[config.mk]
export PLATFORM = sky130hd
export DESIGN_NAME = quant_mac
export DESIGN_NICKNAME = d
export VERILOG_FILES = /design/src/rtl/quant_mac.sv
export SDC_FILE = /design/constraint.sdc
export NUM_CORES = 2
export LEC_CHECK = 0
export CAP_MARGIN = 0
export CORE_MARGIN = 2
export CORE_UTILIZATION = 40
export DETAILED_ROUTE_END_ITERATION = 10
export REMOVE_ABC_BUFFERS = 1
export SLEW_MARGIN = 15
export SYNTH_ARGS = -nofsm -noshare
export SYNTH_HDL_FRONTEND = slang
export SYNTH_SLANG_ARGS = --single-unit
export TNS_END_PERCENT = 1
[constraint.sdc]
create_clock -name clk -period 1.3 [get_ports clk]
set_clock_uncertainty 0.2 [all_clocks]
set_input_delay 0.26 -clock clk [delete_from_list [all_inputs] [get_ports clk]]
set_output_delay 0.26 -clock clk [all_outputs]
set_load 0.02 [all_outputs]
[src/rtl/quant_mac.sv]
// ============================================================================
// quant_mac : one-cycle fused multiply-add for fp16 and int4/int8/int16 lanes
// Optional build macro: MAC_SAT_EN (saturate integer results instead of wrap)
// Revision  : 1.0
// ============================================================================
`default_nettype none

module quant_mac (
  input  logic        clk,
  input  logic        rst_n,
  input  logic        in_valid,
  input  logic [3:0]  mode,
  input  logic [15:0] value,
  input  logic [15:0] weight,
  input  logic [23:0] ints,
  input  logic [30:0] fps,
  output logic [23:0] intr,
  output logic [30:0] fpr,
  output logic        out_valid
);

  localparam logic [3:0] MODE_FP    = 4'b0001;
  localparam logic [3:0] MODE_INT_S = 4'b0010;
  localparam logic [3:0] MODE_INT_M = 4'b0100;
  localparam logic [3:0] MODE_INT_L = 4'b1000;

  logic [23:0]        intr_q, intr_d;
  logic [30:0]        fpr_q, fpr_d;
  logic               valid_q, valid_d;

  logic signed [33:0] int_full;
  logic [23:0]        int_res;

  always_comb begin
    int_full = 34'(signed'(ints));
    case (mode)
      MODE_INT_S: begin
        for (int k = 0; k < 4; k++) begin
          int_full = int_full + 34'(8'(signed'(value[4*k +: 4])) *
                                    8'(signed'(weight[4*k +: 4])));
        end
      end
      MODE_INT_M: begin
        for (int k = 0; k < 2; k++) begin
          int_full = int_full + 34'(16'(signed'(value[8*k +: 8])) *
                                    16'(signed'(weight[8*k +: 8])));
        end
      end
      MODE_INT_L: int_full = int_full + 34'(32'(signed'(value)) * 32'(signed'(weight)));
      default: ;
    endcase
  end

`ifdef MAC_SAT_EN
  always_comb begin
    if (int_full > 34'sd8388607)
      int_res = 24'h7FFFFF;
    else if (int_full < -34'sd8388608)
      int_res = 24'h800000;
    else
      int_res = int_full[23:0];
  end
`else
  logic unused_int_hi;
  assign unused_int_hi = ^int_full[33:24];
  assign int_res       = int_full[23:0];
`endif

  logic        sp, p_zero, p_inf;
  logic [4:0]  ea, eb;
  logic [21:0] mprod;
  logic [5:0]  pe, ce;
  logic [23:0] pf;
  logic [24:0] pm, cm;
  logic        big_s, sml_s;
  logic [5:0]  big_e, sml_e, dexp;
  logic [24:0] big_m, sml_m, sml_sh;
  logic [25:0] fsum;
  logic [4:0]  lead, shamt;
  logic [23:0] norm;
  logic [6:0]  rexp;
  logic [30:0] fp_res;

  always_comb begin
    sp     = value[15] ^ weight[15];
    ea     = value[14:10];
    eb     = weight[14:10];
    p_zero = (ea == 5'd0) || (eb == 5'd0);
    p_inf  = (ea == 5'd31) || (eb == 5'd31);
    mprod  = 22'({1'b1, value[9:0]}) * 22'({1'b1, weight[9:0]});
    // Exponent rebias: ea + eb - 30 + 31, plus one more when the product carries.
    pe     = 6'(ea) + 6'(eb) + (mprod[21] ? 6'd2 : 6'd1);
    pf     = mprod[21] ? {mprod[20:0], 3'b0} : {mprod[19:0], 4'b0};
    if (p_zero) begin
      pe = 6'd0;
      pm = 25'd0;
    end else begin
      pm = {1'b1, pf};
    end
    ce = fps[29:24];
    cm = (ce == 6'd0) ? 25'd0 : {1'b1, fps[23:0]};

    if ({pe, pm} >= {ce, cm}) begin
      big_s = sp;      big_e = pe; big_m = pm;
      sml_s = fps[30]; sml_e = ce; sml_m = cm;
    end else begin
      big_s = fps[30]; big_e = ce; big_m = cm;
      sml_s = sp;      sml_e = pe; sml_m = pm;
    end

    dexp   = big_e - sml_e;
    sml_sh = sml_m >> dexp;
    fsum   = (big_s ^ sml_s) ? (26'(big_m) - 26'(sml_sh)) : (26'(big_m) + 26'(sml_sh));

    lead = 5'd0;
    for (int i = 0; i < 26; i++) begin
      if (fsum[i]) lead = 5'(i);
    end
    shamt = 5'd24 - lead;

    if (lead == 5'd25) begin
      rexp = 7'(big_e) + 7'd1;
      norm = fsum[24:1];
    end else begin
      rexp = 7'(big_e) - 7'(shamt);
      norm = 24'(fsum[24:0] << shamt);
    end

    if (p_inf)
      fp_res = {sp, 30'h3FFFFFFF};
    else if (fsum == 26'd0)
      fp_res = 31'h0;
    else if ((lead != 5'd25) && ({1'b0, shamt} >= big_e))
      fp_res = 31'h0;
    else if (rexp > 7'd63)
      fp_res = {big_s, 30'h3FFFFFFF};
    else
      fp_res = {big_s, rexp[5:0], norm};
  end

  always_comb begin
    intr_d  = intr_q;
    fpr_d   = fpr_q;
    valid_d = in_valid;
    if (in_valid) begin
      case (mode)
        MODE_FP: begin
          intr_d = 24'h0;
          fpr_d  = fp_res;
        end
        MODE_INT_S, MODE_INT_M, MODE_INT_L: begin
          intr_d = int_res;
          fpr_d  = 31'h0;
        end
        default: begin
          intr_d = 24'h0;
          fpr_d  = 31'h0;
        end
      endcase
    end
  end

  always_ff @(posedge clk or negedge rst_n) begin
    if (!rst_n) begin
      intr_q  <= 24'h0;
      fpr_q   <= 31'h0;
      valid_q <= 1'b0;
    end else begin
      intr_q  <= intr_d;
      fpr_q   <= fpr_d;
      valid_q <= valid_d;
    end
  end

  assign intr      = intr_q;
  assign fpr       = fpr_q;
  assign out_valid = valid_q;

endmodule

`default_nettype wire

==> results.md <==
- Max Cap Viol: 0
- Total iterations of the first detailed-routing run: 5
- RSZ-0062 raised after global routing: true
- Core footprint: 86620 um2
- Cell Area, Synth: 34950 um2
- Cell repeated most along the worst path: buf_4
- Period utilization: 1273%
- Detailed Route WL: 143300 um
- Failing checks: setup timing
- Clk_lat worst skew: 330 ps
- Final net count: 6295
- Fill count: 8081
- Most common cell in the netlist: inv_1
- Yosys cell types: 107
- Max-slew violations: 0
- Die area: 89770 um2
- Initial antenna violation count: 1
- Routability Congestion: 1.047
- Critical Path RT: 1320 ps
- Slowest cell on crit path: fa_1
- Multi-input logic area: 30980 um2
- Via count: 33410
- Critical Path Start Type: input pin
- Final hold vios: 0
- Synth top cells by count: inv_1, fa_1, ha_1
- CP Capture Type: flip-flop
- Iter 0 DRT Violations: 2225
- CTS buffer count: 5
- Critical Path AT: 16570 ps
- Critical-path maximum fanout: 8
- Synthesis-to-layout area growth: 38.61%
- Pin count of the biggest net entering global routing: 63
- Register area share after synthesis: 4.009%
- Largest family of logic cells by synthesized area: adder cells
- DP Worst Slack: -16700 ps
- Worst-Margin Slew: 798.6 ps
- Worst rel slew slack: 46.29%
- Max clock buf depth: 2
- Post-synth top flop: dfrtp_1
- Wirelength per Cell: 22.58 um
- Worst hold slack: 177.9 ps
- Adder-cell share of the synthesized area: 49.49%
- GRT Total Usage: 32.30%
- Initial core utilization: 40.36%
- Chip height: 299.6 um
- Crit-path max cell delay: 600 ps
- Post-Synth Simple-Gate Area: 12.04%
- Top cells by area, synth: fa_1, ha_1, inv_1
- Overall die width: 299.6 um
- Clock transition at the registers of the reported paths: 80 ps
- Avg Cell Area, Syn: 8.867 um2
- Area share of the largest cell type after synthesis: 35.28%
- Number of global-route vias before repair: 34820
- Outcome: finished with violations
- Minimum clock period: 16550 ps
- PortBufs: 149
- CTS sink count: 56
- Setup CP Type: input pin to flip-flop
- Root Buffer: clkbuf_16
- Site Rows: 108
- Post-synthesis xor/xnor area fraction: 4.474%
- Max Freq: 60.43 MHz
- Worst Slack Setup Final: -15250 ps
- Post-synth ARST share: 100.0%
- Synth Area in Compound Gates: 14.79%
- DRC Markers: 0
- Gr ovfl total: 0
- Syn. warnings: 0
- DP Wirelength: 126200 um
- Vias per cell: 5.265
- Yosys top cell by area: fa_1
- Seq. cell area: 1405 um2
- EDFF count, synth: 0
- H-tree levels: 2
- Share of cells above drive strength 1: 32.68%
- Ports: 150
- Synth Register Bits: 56
- Min-delay worst type: input pin to flip-flop
- Final setup viols: 111
- Synth Instances: 3942
- First-pass GRT wire length: 216100 um
- ANT nets after route: 0
- TritonCTS clock tree: done
- Mux share of post-synthesis cell area: 3.955%
==> layout make-up <==
cell class,count,area share [%]
timing repair buffer,1381,23.07
sequential,56,2.900
inverter,875,6.784
antenna,1,0.005165
clock inverter,3,0.05681
clock buffer,5,0.2582
tap,1155,2.983
multi-input combinational,2869,63.94
==> layout by cell type (no fill, tap or decap), types with 28 or more instances in the layout <==
master           instances
buf_4                 1167
a21oi_1                130
nor2_1                 155
and2_1                 104
buf_2                   34
dfrtp_1                 53
nand3_1                 51
xor2_1                  43
a21oi_2                 41
xnor2_1                120
a21o_1                  50
inv_1                  843
o211ai_1                34
clkdlybuf4s50_1         70
nand2_1                233
mux4_2                  41
inv_2                   29
nor3_1                  42
fa_1                   599
buf_12                  34
o21ai_0                119
nand4_1                 28
buf_6                   62
ha_1                   375
==> per-stage QoR <==
| step | instance area [um2] | cells | TNS [ps] | util [%] |
|---|---|---|---|---|
| after floorplan | 34310 | 3800 | -692940 | - |
| after global placement | 46260 | 6255 | -663520 | 53.41 |
| after detailed placement | 46260 | 6255 | -667990 | 53.41 |
| after CTS | 47650 | 6320 | -592070 | 55.01 |
| after global routing | 48450 | 6344 | -625820 | 55.93 |
| final | 48450 | 6345 | -596940 | 55.94 |
==> worst paths after layout <==
kind / start / to / slack, ps / depth (start not counted)
worst max-delay path: weight[8] / fpr[12] / -15250 / 81
worst min register to register: intr[2] / intr[2] / 300 / 1
min in group asynchronous: rst_n / intr[8] / 210 / 3
max in group asynchronous: rst_n / intr[20] / 350 / 3
worst max register to register: fpr[21] / fpr[21] / -260 / 5
worst min-delay path: in_valid / intr[5] / 180 / 4
==> routing by layer <==
layer / up-vias / track usage [%] / share of wire [%]
met3: 211 / 3.428 / 6.1
met4: 0 / 14.19 / 5.4
met2: 1088 / 52.35 / 46
met5: - / 0 / 0
li1: 15440 / - / -
met1: 16680 / 43.83 / 43
==> registers in the layout, summed over array words and instances, names as in the netlist <==
| register | flops |
|---|---|
| out_valid | 1 |
| fpr | 31 |
| intr | 24 |
==> cells by family after synthesis <==
logic type | Yosys count
xor gates and xnor gates | 177
DFF | 56
and+or+nand+nor | 838
muxes | 83
adders and majority gates | 1013
AOI/OAI and AO/OA | 758
buffers and inverters | 1017
==> worst max-delay path, delay by kind of cell <==
| family | cells | cell delay [ps] |
|---|---|---|
| AO/OA/AOI/OAI | 27 | 5020 |
| adder cells (fa/ha/maj) | 13 | 4600 |
| AND/OR/NAND/NOR | 19 | 3150 |
| buffers and inverters | 16 | 2210 |
| multiplexers | 3 | 790 |
| XOR/XNOR | 3 | 480 |
==> timing repair <==
item                                   CTS  global route
pin swaps                              147           106
setup endpoints to repair              111           111
hold buffers                             1             0
setup buffers                           54            25
resized for setup                      583           155
endpoints found under the hold margin   56             0
gates cloned                             2             0
Power is left out: the tool's default activity adds up to more than one toggle a clock period on the data nets, which glitch-free logic cannot reach.
